--- config.mk ---
export PLATFORM = sky130hd
export DESIGN_NAME = bram_port_arbiter
export DESIGN_NICKNAME = d
export VERILOG_FILES = /design/src/rtl/bram_port_arbiter.sv
export SDC_FILE = /design/constraint.sdc
export NUM_CORES = 1
export LEC_CHECK = 0
export BUFFER_PORTS_ARGS = -buffer_cell sky130_fd_sc_hd__clkbuf_2
export CAP_MARGIN = 25
export CORE_MARGIN = 5
export CORE_UTILIZATION = 30
export CTS_CLUSTER_SIZE = 14
export DETAILED_ROUTE_END_ITERATION = 10
export GPL_ROUTABILITY_DRIVEN = 0
export GPL_TIMING_DRIVEN = 0
export PLACE_DENSITY = 0.62
export SKIP_CTS_REPAIR_TIMING = 1
export SYNTH_ARGS = -nofsm -noshare
export SYNTH_HDL_FRONTEND = slang
export SYNTH_SLANG_ARGS = --single-unit
--- constraint.sdc ---
create_clock -name clk -period 3.27 [get_ports clk]
set_input_delay 0.327 -clock clk [delete_from_list [all_inputs] [get_ports clk]]
set_output_delay 0.327 -clock clk [all_outputs]
set_load 0.05 [all_outputs]
--- src/rtl/bram_port_arbiter.sv ---
// Two-requester arbiter in front of a single-port result BRAM.
// Port 0 is the convolution write-back path, port 1 the UART dump reader.
// One access is granted per cycle, the BRAM command is registered, and read
// data is steered back to the issuing port through a {valid, port} shift
// pipeline that matches the BRAM read latency.
module bram_port_arbiter #(
  parameter int unsigned ADDR_W = 32,
  parameter int unsigned DATA_W = 8,
  // Cycles from the edge sampling ena until dout is valid (1 or 2).
  parameter int unsigned RD_LAT = 2
) (
  input  logic                     clk,
  input  logic                     reset,

  // Port 0: convolution engine write-back
  input  logic                     req0,
  input  logic                     lock0,
  input  logic                     we0,
  input  logic [ADDR_W-1:0]        addr0,
  input  logic signed [DATA_W-1:0] wdata0,
  output logic                     gnt0,
  output logic                     rvalid0,
  output logic signed [DATA_W-1:0] rdata0,

  // Port 1: UART dump reader
  input  logic                     req1,
  input  logic                     lock1,
  input  logic                     we1,
  input  logic [ADDR_W-1:0]        addr1,
  input  logic signed [DATA_W-1:0] wdata1,
  output logic                     gnt1,
  output logic                     rvalid1,
  output logic signed [DATA_W-1:0] rdata1,

  // BRAM command (registered) and read data
  output logic                     ena,
  output logic                     wea,
  output logic [ADDR_W-1:0]        addr,
  output logic signed [DATA_W-1:0] din,
  input  logic signed [DATA_W-1:0] dout
);

  // Owner of a locked burst; OwnNone means plain round-robin applies.
  typedef enum logic [1:0] {
    OwnNone = 2'd0,
    OwnP0   = 2'd1,
    OwnP1   = 2'd2
  } owner_e;

  owner_e owner_q, owner_d;
  // Priority pointer: 0 means port 0 wins a contended cycle.
  logic   ptr_q, ptr_d;

  logic   gnt0_c, gnt1_c;
  logic   any_gnt;

  logic                     sel_we;
  logic [ADDR_W-1:0]        sel_addr;
  logic signed [DATA_W-1:0] sel_wdata;
  logic                     rd_issue;

  logic                     ena_q, wea_q;
  logic [ADDR_W-1:0]        addr_q;
  logic signed [DATA_W-1:0] din_q;

  // Read return pipeline: stage i is live i cycles after the command cycle.
  logic [RD_LAT:0]          pv_q;
  logic [RD_LAT:0]          pp_q;

  logic signed [DATA_W-1:0] rdata0_q, rdata1_q;
  logic                     rvalid0_c, rvalid1_c;

  // Grant decision: locked owner first, then a lone requester, then the pointer.
  // Reset forces both grants low immediately.
  always_comb begin
    gnt0_c = 1'b0;
    gnt1_c = 1'b0;
    if (reset) begin
      gnt0_c = 1'b0;
      gnt1_c = 1'b0;
    end else if ((owner_q == OwnP0) && lock0 && req0) begin
      gnt0_c = 1'b1;
    end else if ((owner_q == OwnP1) && lock1 && req1) begin
      gnt1_c = 1'b1;
    end else if (req0 && req1) begin
      if (ptr_q) begin
        gnt1_c = 1'b1;
      end else begin
        gnt0_c = 1'b1;
      end
    end else if (req0) begin
      gnt0_c = 1'b1;
    end else if (req1) begin
      gnt1_c = 1'b1;
    end
  end

  assign any_gnt = gnt0_c | gnt1_c;

  // Owner/pointer next state: an unlocked grant hands priority to the other
  // port, a locked grant claims ownership without moving the pointer.
  always_comb begin
    owner_d = owner_q;
    ptr_d   = ptr_q;
    // Ownership lapses as soon as the owner stops requesting.
    if ((owner_q == OwnP0) && !req0) begin
      owner_d = OwnNone;
    end
    if ((owner_q == OwnP1) && !req1) begin
      owner_d = OwnNone;
    end
    if (gnt0_c) begin
      if (lock0) begin
        owner_d = OwnP0;
      end else begin
        owner_d = OwnNone;
        ptr_d   = 1'b1;
      end
    end else if (gnt1_c) begin
      if (lock1) begin
        owner_d = OwnP1;
      end else begin
        owner_d = OwnNone;
        ptr_d   = 1'b0;
      end
    end
  end

  // Owner and pointer registers.
  always_ff @(posedge clk or posedge reset) begin
    if (reset) begin
      owner_q <= OwnNone;
      ptr_q   <= 1'b0;
    end else begin
      owner_q <= owner_d;
      ptr_q   <= ptr_d;
    end
  end

  // Select the granted port's request fields for the BRAM command.
  always_comb begin
    sel_we    = we0;
    sel_addr  = addr0;
    sel_wdata = wdata0;
    if (gnt1_c) begin
      sel_we    = we1;
      sel_addr  = addr1;
      sel_wdata = wdata1;
    end
  end

  assign rd_issue = any_gnt & ~sel_we;

  // Registered BRAM command; addr/din only change on an accepted access.
  always_ff @(posedge clk or posedge reset) begin
    if (reset) begin
      ena_q  <= 1'b0;
      wea_q  <= 1'b0;
      addr_q <= '0;
      din_q  <= '0;
    end else begin
      ena_q <= any_gnt;
      wea_q <= any_gnt & sel_we;
      if (any_gnt) begin
        addr_q <= sel_addr;
        din_q  <= sel_wdata;
      end
    end
  end

  // Read tag pipeline: stage 0 lines up with the ena cycle, the last stage
  // with the cycle dout carries the data. Reset drops in-flight reads.
  always_ff @(posedge clk or posedge reset) begin
    if (reset) begin
      pv_q <= '0;
      pp_q <= '0;
    end else begin
      pv_q <= {pv_q[RD_LAT-1:0], rd_issue};
      pp_q <= {pp_q[RD_LAT-1:0], gnt1_c};
    end
  end

  assign rvalid0_c = pv_q[RD_LAT] & ~pp_q[RD_LAT];
  assign rvalid1_c = pv_q[RD_LAT] &  pp_q[RD_LAT];

  // Hold the last returned sample per port so rdata stays stable between reads.
  always_ff @(posedge clk or posedge reset) begin
    if (reset) begin
      rdata0_q <= '0;
      rdata1_q <= '0;
    end else begin
      if (rvalid0_c) begin
        rdata0_q <= dout;
      end
      if (rvalid1_c) begin
        rdata1_q <= dout;
      end
    end
  end

  assign gnt0    = gnt0_c;
  assign gnt1    = gnt1_c;
  assign rvalid0 = rvalid0_c;
  assign rvalid1 = rvalid1_c;
  // dout is passed straight through in the valid cycle, then held.
  assign rdata0  = rvalid0_c ? dout : rdata0_q;
  assign rdata1  = rvalid1_c ? dout : rdata1_q;

  assign ena  = ena_q;
  assign wea  = wea_q;
  assign addr = addr_q;
  assign din  = din_q;

endmodule

==> impl_metrics.ini, run 1 <==
[logic_synthesis]
yosysSeqAreaShare_pct = 58.9
syn-num-nets = 386
avgSynthCellArea_um2 = 9.81
ys_ff_latch = 67
synth_area_um2 = 2850
synthCells = 290
synth_cell_types = 25
ys_warn_count = 0

[setup_path]
cpMaxStageDelayCell = inv_4
cp_max_fo = 68
crit_buf_inv = 4
cp_cell_sequence = clkbuf_2 > inv_4 > o21ai_1 > inv_2 > clkbuf_1 > nor2_1 > a21oi_1
start_kind = primary input
crit_type = primary input to register
arrival_ns = 2.49
crit_family = buffers and inverters
end_kind = register
max_stage_delay_ns = 0.61
crit_required_ns = 3.52

[detailed_routing]
viasPerCell = 4.56
vias = 2688
wl_per_cell_um = 14.2
drc_errors = 0
ant_nets = 0
first_pass_iters = 4
routed_wl_um = 8400
drtIter0Drc = 110

[pwr]
switchingPower_uw = 1060
seqPwrFrac_pct = 39.0
pwr_density_cell_nw_per_um2 = 659
combPwrFrac_pct = 35.9
switching_share_pct = 40.3
p_total_uw = 2620
p_leak_uw = 0.00207
pwr-share-clk_pct = 25.1
vdd_ir_drop_max_mv = 0.210
internal-power_uw = 1570

[finish]
final_cells = 590
diodes = 0
drive_above_1_share_pct = 43.2
post-route-util_pct = 43.0
layout_commonest_cell = clkbuf_2
final_area_um2 = 3980
most-common-layout-cells = clkbuf_2 (157), a21oi_1 (80), dfrtp_1 (67), nand2_1 (43), nor2_1 (41)
layout.nets = 554
syn2layout_area_growth_pct = 39.8

[die]
fp-row-count = 35
die_w_um = 107
io-pin-count = 158
die_y_um = 107
core-area_um2 = 9240
dieArea_um2 = 11500
start_util_pct = 30.8

[global_routing]
grt_overflow = 0
grt_pass1_vias = 2778
grt_usage_pct = 14.7
antenna_found_initial = 0
grt_max_degree = 69
grt_pass1_wl_um = 13500

[placement]
dpl_cell_area_um2 = 3790
hpwl_um = 6310
port_buffers = 157
dp.cells = 576

[status]
outcome = complete, no violations

[timing]
max_freq_mhz = 446
finalCritPeriodShare_pct = 68.6
skew_ns = 0.00824
hold_viol = 0
setup_violations = 0
grt_setup_unrepaired = false
period_needed_ns = 2.24
worst_slew_pin_slew_ns = 0.835
slew_headroom_pct = 44.4
fin_tns_setup_ns = 0
drv_slew = 0

[clock_tree]
clk_pin_slew_worst_paths_ns = 0.07
htreeDepth = 3
cts_tree = built
cts_made_buffers = 9
cts.sinks = 67
root_buffer = clkbuf_8
cts_buffer_depth = 2
insertion_delay_ns = 0.33

[run]
cap_violations = 0

[min_path]
hold_class = primary input to asynchronous set/reset pin
[metrics by stage]
step / worst slack (ns) / hold WS [ns]
2_1_floorplan: 0.306 / 0.331
3_3_place_gp: -1.27 / 0.331
3_5_place_dp: 0.527 / 0.339
4_1_cts: 0.884 / 0.175
5_1_grt: 0.644 / 0.194
6_report: 1.03 / 0.190
[state kept, by name, indices dropped and copies added (netlist names)]
register	cells
pv_q	3
din	8
rdata1_q	8
ptr_q	1
owner_q	2
pp_q	3
wea	1
rdata0_q	8
ena	1
addr	32
[worst register-to-register path, stage by stage, from the launching register on]
cell      delay (ns)
dfrtp_1         0.41
and3b_1         0.22
o211ai_4        0.27
inv_2           0.16
buf_6           0.18
a21oi_1         0.16
a21oi_1         0.09
[synth_stat cells (all sizes together)]
library cell	count	area, µm²
o2bb2ai	1	8.76
a21oi	80	400
nor2	41	154
nor2b	3	18.8
inv	6	22.5
nand3	1	5.00
o211ai	2	28.8
dfrtp	67	1680
nand2	43	161
nand2b	2	12.5
and3	1	6.26
o21ai	4	20.0
clkbuf	9	33.8
o31a	1	8.76
mux2i	1	10.0
and2	1	6.26
and3b	1	8.76
nand4b	1	8.76
a31o	1	8.76
buf	8	65.1
mux2	16	180
[power groups by stage]
stage / Combinational [µW] / Sequential [µW] / Clock [µW]
2_1_floorplan: 448 / 1280 / 0
3_3_place_gp: 942 / 1030 / 0
3_5_place_dp: 953 / 1040 / 0
4_1_cts: 953 / 1020 / 690
5_1_grt: 999 / 1040 / 719
6_report: 940 / 1020 / 659
[logic make-up (layout without fill, tap and decap cells)]
kind of cell | count (synthesis) | count (layout) | synth area share, %
AND/OR/NAND/NOR | 94 | 94 | 13.4
AO/OA/AOI/OAI | 89 | 89 | 16.7
flip-flops | 67 | 67 | 58.9
buffers and inverters | 23 | 194 | 4.27
multiplexers | 17 | 17 | 6.68
[final timing paths]
path	cells after the start	endpoint	from	slack, ns
worst max register to register	6	addr[19]	owner_q[0]	1.66
worst max-delay path	7	addr[10]	reset	1.03
min in group clk	3	addr[5]	addr0[5]	0.20
worst min-delay path	2	rdata1_q[4]	reset	0.19
worst min register to register	0	pv_q[2]	pv_q[1]	0.35
max in group asynchronous	2	addr[27]	reset	2.53
[per-layer routing]
metal	part of all wire, %	global-route usage (%)	wire, µm	up-vias
li1	-	-	-	1313
met1	44	18.3	3720	1253
met2	47	24.4	3920	114
met3	7.9	4.08	664	8
met4	1.1	5.14	96	0
met5	0	0	0	-
[final cells by class]
cell class / instances / area [µm²]
buffer: 17 / 98.8
clock buffer: 11 / 141
clock inverter: 3 / 40.0
fill: 918 / 5260
inverter: 6 / 25.0
multi-input combinational: 200 / 1050
sequential: 67 / 1680
tap: 129 / 161
timing repair buffer: 157 / 786
Power figures use the tool's default switching activity.
==> inputs of run 2 (changes only) <==
--- a/config.mk
+++ b/config.mk
@@ -13,7 +13,7 @@
 export DETAILED_ROUTE_END_ITERATION = 10
 export GPL_ROUTABILITY_DRIVEN = 0
 export GPL_TIMING_DRIVEN = 0
-export PLACE_DENSITY = 0.62
+export PLACE_DENSITY = 0.64
 export SKIP_CTS_REPAIR_TIMING = 1
 export SYNTH_ARGS = -nofsm -noshare
 export SYNTH_HDL_FRONTEND = slang
==> constraint.sdc (replaced) <==
create_clock -name clk -period 1.9 [get_ports clk]
set_input_delay 0.19 -clock clk [delete_from_list [all_inputs] [get_ports clk]]
set_output_delay 0.19 -clock clk [all_outputs]
set_load 0.05 [all_outputs]
==> run 2 against run 1 <==
Critical path depth fell by 2. Sequential power grew 73%. Final cell count rose by 1.0%. First-iteration DRC count down 45%. Register-to-register slack got worse by 1.3 ns. Count of clock-buffer cells in the layout increased by 1. Sequential share of layout area down 2.1 points. Total power grew 82%. Sequential cell count is the same. Wire length rose by 3.1%. Hold slack worse by 0.13 ns. Final area rose by 5.3%. Critical endpoint is now gnt1. Largest cell class unchanged.
==> impl_metrics.ini, run 2 (synthesis results as in run 1) <==
[finish]
layout_commonest_cell = clkbuf_2
layout.nets = 558
syn2layout_area_growth_pct = 47.2
fillers = 931
drive_above_1_share_pct = 46.3
most-common-layout-cells = clkbuf_2 (156), a21oi_1 (80), dfrtp_1 (67), nand2_1 (42), nor2_1 (41)
largest_reg_flops = 32
diodes = 0
post-route-util_pct = 45.3

[timing]
finalCritPeriodShare_pct = 94.5
hold_viol = 0
setup_violations = 0
fin_tns_setup_ns = 0
drv_slew = 0
grt_setup_unrepaired = false
worst_slew_pin_slew_ns = 0.323
holdWs_ns = 0.0616
period_needed_ns = 1.80
fin_ws_ns = 0.104
slew_headroom_pct = 78.6
max_freq_mhz = 557
skew_ns = 0.0115

[detailed_routing]
drtIter0Drc = 60
met3_wirelength_um = 690
routed_wl_um = 8660
ant_nets = 0
first_pass_iters = 4
viasPerCell = 4.51
wl_per_cell_um = 14.5
routed.top_layer = met4
wl_met1_um = 3750
vias = 2687
wl_met2_um = 4150
drc_errors = 0

[global_routing]
grt_pass1_wl_um = 13400
antenna_found_initial = 0
grt_pass1_vias = 2765
grt_max_degree = 26
grt_overflow = 0
grt_usage_pct = 14.7

[clock_tree]
cts.sinks = 67
htreeDepth = 3
cts_buffer_depth = 2
insertion_delay_ns = 0.34
root_buffer = clkbuf_8
clk_pin_slew_worst_paths_ns = 0.08
cts_tree = built
cts_made_buffers = 9

[setup_path]
crit_type = register to output port
arrival_ns = 1.61
end_kind = output port
cp_cell_sequence = and3b_1 > o211ai_4 > inv_4 > buf_6 > buf_6
rr_startpoint = owner_q[0]
start_kind = register
reg2reg_slack_ns = 0.31
crit_required_ns = 1.71
reg2reg_to = addr[20]
r2r_cells = 6
path_common_cell = buf_6
max_stage_delay_ns = 0.41
cp_max_fo = 11
cpMaxStageDelayCell = dfrtp_1

[placement]
port_buffers = 157
hpwl_um = 6710
dpl_worst_slack_ns = -0.145

[die]
core-area_um2 = 9240
io-pin-count = 158
die_w_um = 107
fp-row-count = 35
start_util_pct = 30.8
dieArea_um2 = 11500
die_y_um = 107

[min_path]
hold_class = primary input to register
whs_endpoint = addr[8]
min_from = addr0[8]
holdPathStages = 3

[pwr]
p_leak_uw = 0.00217
pwr_density_cell_nw_per_um2 = 1140
vdd_ir_drop_max_mv = 0.403
p_total_uw = 4770

[run]
cap_violations = 0

[status]
outcome = complete, no violations
run 2: power breakdown:
| group | internal, µW | switching (µW) |
|---|---|---|
| sequential | 1660 | 98.4 |
| clock | 810 | 537 |
| combinational | 448 | 1220 |
run 2: how the worst max path moves through the flow:
stage	slack [ns]	from	depth (start not counted)	end
floorplan	-0.07	reset	5	pv_q[0]
finish	0.10	owner_q[0]	5	gnt1
detailed placement	-0.15	reset	7	addr[29]
global placement	-0.93	reset	7	addr[26]
CTS	-0.18	pv_q[2]	4	rdata0[7]
global route	0.02	owner_q[0]	5	gnt1
run 2: worst max-delay path: cells and delay by family, from the launching register on:
| kind | cells | cell delay, ns |
|---|---|---|
| DFF | 1 | 0.41 |
| buffers and inverters | 3 | 0.39 |
| AOI/OAI and AO/OA | 1 | 0.24 |
| and+or+nand+nor | 1 | 0.22 |
run 2: layout make-up:
type	count	area, µm²	share of cell area [%]
Buffer	16	150	3.59
Clock buffer	12	155	3.70
Multi-Input combinational cell	200	1060	25.4
Timing Repair Buffer	162	877	20.9
Clock inverter	4	72.6	1.73
Inverter	6	31.3	0.747
Tap cell	129	161	3.85
Sequential cell	67	1680	40.0
run 2: stage by stage:
stage                     instance area [µm²]  std cells
after global routing                     4190        596
after floorplan                          2920        290
final                                    4190        596
after global placement                   3860        576
after detailed placement                 3910        578
after CTS                                4140        594
run 2: layer usage:
| metal | GRT usage (%) | up-vias |
|---|---|---|
| met4 | 3.52 | 0 |
| li1 | - | 1318 |
| met5 | 0 | - |
| met3 | 4.92 | 7 |
| met1 | 18.4 | 1268 |
| met2 | 24.7 | 94 |
==> inputs of run 3 (changes only) <==
==> constraint.sdc (replaced) <==
create_clock -name clk -period 1.9 [get_ports clk]
set_input_delay 0.285 -clock clk [delete_from_list [all_inputs] [get_ports clk]]
set_output_delay 0.285 -clock clk [all_outputs]
set_load 0.05 [all_outputs]
==> run 3 against run 2 <==
Largest power group unchanged. Sequential cell count did not move. Wire length rose by 3.6%. Register-to-register slack got worse by 0.10 ns. First-iteration DRC count up 22%. Critical path type unchanged. Count of clock-buffer cells in the layout stayed put. Maximum frequency is 1.3% lower.
==> impl_metrics.ini, run 3 (synthesis results as in run 1) <==
[setup_path]
r2r_cells = 7
cpMaxStageDelayCell = dfrtp_1
reg2reg_to = addr[29]
crit_type = register to output port
max_stage_delay_ns = 0.43
critPathLaunch = pv_q[2]
rr_startpoint = owner_q[0]
arrival_ns = 1.53
crit_required_ns = 1.62
start_kind = register
reg2reg_slack_ns = 0.21
cp_max_fo = 9
cp_cell_sequence = nand2_4 > mux2_2 > clkbuf_2
end_kind = output port

[global_routing]
grt_pass1_wl_um = 13300
grt_pass1_vias = 2794
grt_overflow = 0
antenna_found_initial = 0
grt_max_degree = 26
grt_usage_pct = 14.7

[status]
outcome = complete, no violations

[pwr]
switchingPower_uw = 1870
switching_share_pct = 40.5
seqPwrFrac_pct = 38.0
pwr-share-clk_pct = 25.6
internal-power_uw = 2750
pwr_density_cell_nw_per_um2 = 1110
combPwrFrac_pct = 36.3
vdd_ir_drop_max_mv = 0.430
p_leak_uw = 0.00217
p_total_uw = 4620

[finish]
syn2layout_area_growth_pct = 47.1
largest_reg_flops = 32
layout_commonest_cell = clkbuf_2
drive_above_1_share_pct = 46.5
layout.nets = 562
diodes = 0
post-route-util_pct = 45.3
most-common-layout-cells = clkbuf_2 (148), a21oi_1 (80), dfrtp_1 (67), nand2_1 (42), nor2_1 (41)
final_cells = 600

[die]
dieArea_um2 = 11500
core-area_um2 = 9240
start_util_pct = 30.8
die_y_um = 107
fp-row-count = 35
io-pin-count = 158
die_w_um = 107

[detailed_routing]
wl_per_cell_um = 14.9
ant_nets = 0
drtIter0Drc = 73
first_pass_iters = 4
vias = 2730
drc_errors = 0
routed_wl_um = 8960
viasPerCell = 4.55

[min_path]
hold_class = primary input to asynchronous set/reset pin

[timing]
period_needed_ns = 1.82
slew_headroom_pct = 63.5
finalCritPeriodShare_pct = 95.7
skew_ns = 0.00836
setup_violations = 0
grt_setup_unrepaired = false
drv_slew = 0
worst_slew_pin_slew_ns = 0.545
hold_viol = 0
max_freq_mhz = 550

[clock_tree]
htreeDepth = 3
cts_buffer_depth = 2
cts_tree = built
cts_made_buffers = 9
root_buffer = clkbuf_8
insertion_delay_ns = 0.34
cts.sinks = 67
clk_pin_slew_worst_paths_ns = 0.08

[placement]
dp.cells = 578
hpwl_um = 6760
port_buffers = 157

[run]
cap_violations = 0
[run 3: changes by cell type in the layout (fill, tap and decap cells not counted), moves of 2 or more]
cell / before / now
buf_2: 4 / 12
buf_6: 5 / 3
clkbuf_2: 156 / 148
buf_4: 1 / 5
[run 3: worst max path at each step]
| stage | slack [ns] | endpoint | depth (start not counted) |
|---|---|---|---|
| floorplan | -0.16 | pv_q[0] | 5 |
| global placement | -1.02 | addr[26] | 7 |
| detailed placement | -0.28 | addr[29] | 7 |
| CTS | -0.29 | rdata0[7] | 4 |
| global route | 0.004 | gnt0 | 4 |
| finish | 0.08 | rdata1[2] | 3 |
[run 3: critical path, delay by kind of cell (launching register included)]
kind          cells  cell delay [ns]
buf+inv           1             0.24
flops             1             0.43
mux               1             0.37
simple gates      1             0.15
[run 3: power groups by stage]
| stage | logic, µW | registers [µW] | clock network, µW |
|---|---|---|---|
| after floorplan | 789 | 2200 | 0 |
| after global placement | 1650 | 1770 | 0 |
| after detailed placement | 1680 | 1780 | 0 |
| after CTS | 1680 | 1760 | 1230 |
| after global routing | 1780 | 1780 | 1290 |
| final | 1680 | 1760 | 1180 |
[run 3: per-layer routing]
layer	GRT usage [%]	vias up	wire (µm)
met5	0	-	0
met1	18.1	1289	3690
met4	3.88	0	62
met2	24.5	104	4530
met3	5.04	9	681
li1	-	1328	-
[run 3: cell type report]
type	count	area (µm²)
Timing Repair Buffer	166	901
Timing Repair inverter	1	5.00
Fill cell	930	5060
Sequential cell	67	1680
Multi-Input combinational cell	200	1070
Clock buffer	12	145
Clock inverter	4	50.0
Buffer	15	139
Tap cell	129	161
Inverter	6	31.3
[run 3: stage by stage]
step	cell area [µm²]	hold slack [ns]	setup TNS, ns	worst slack [ns]
after floorplan	2920	0.331	-6.85	-0.164
after global placement	3860	0.335	-45.28	-1.02
after detailed placement	3910	0.335	-9.43	-0.279
after CTS	4110	0.0150	-3.18	-0.286
after global routing	4180	0.0673	0	0.00381
final	4180	0.0410	0	0.0808
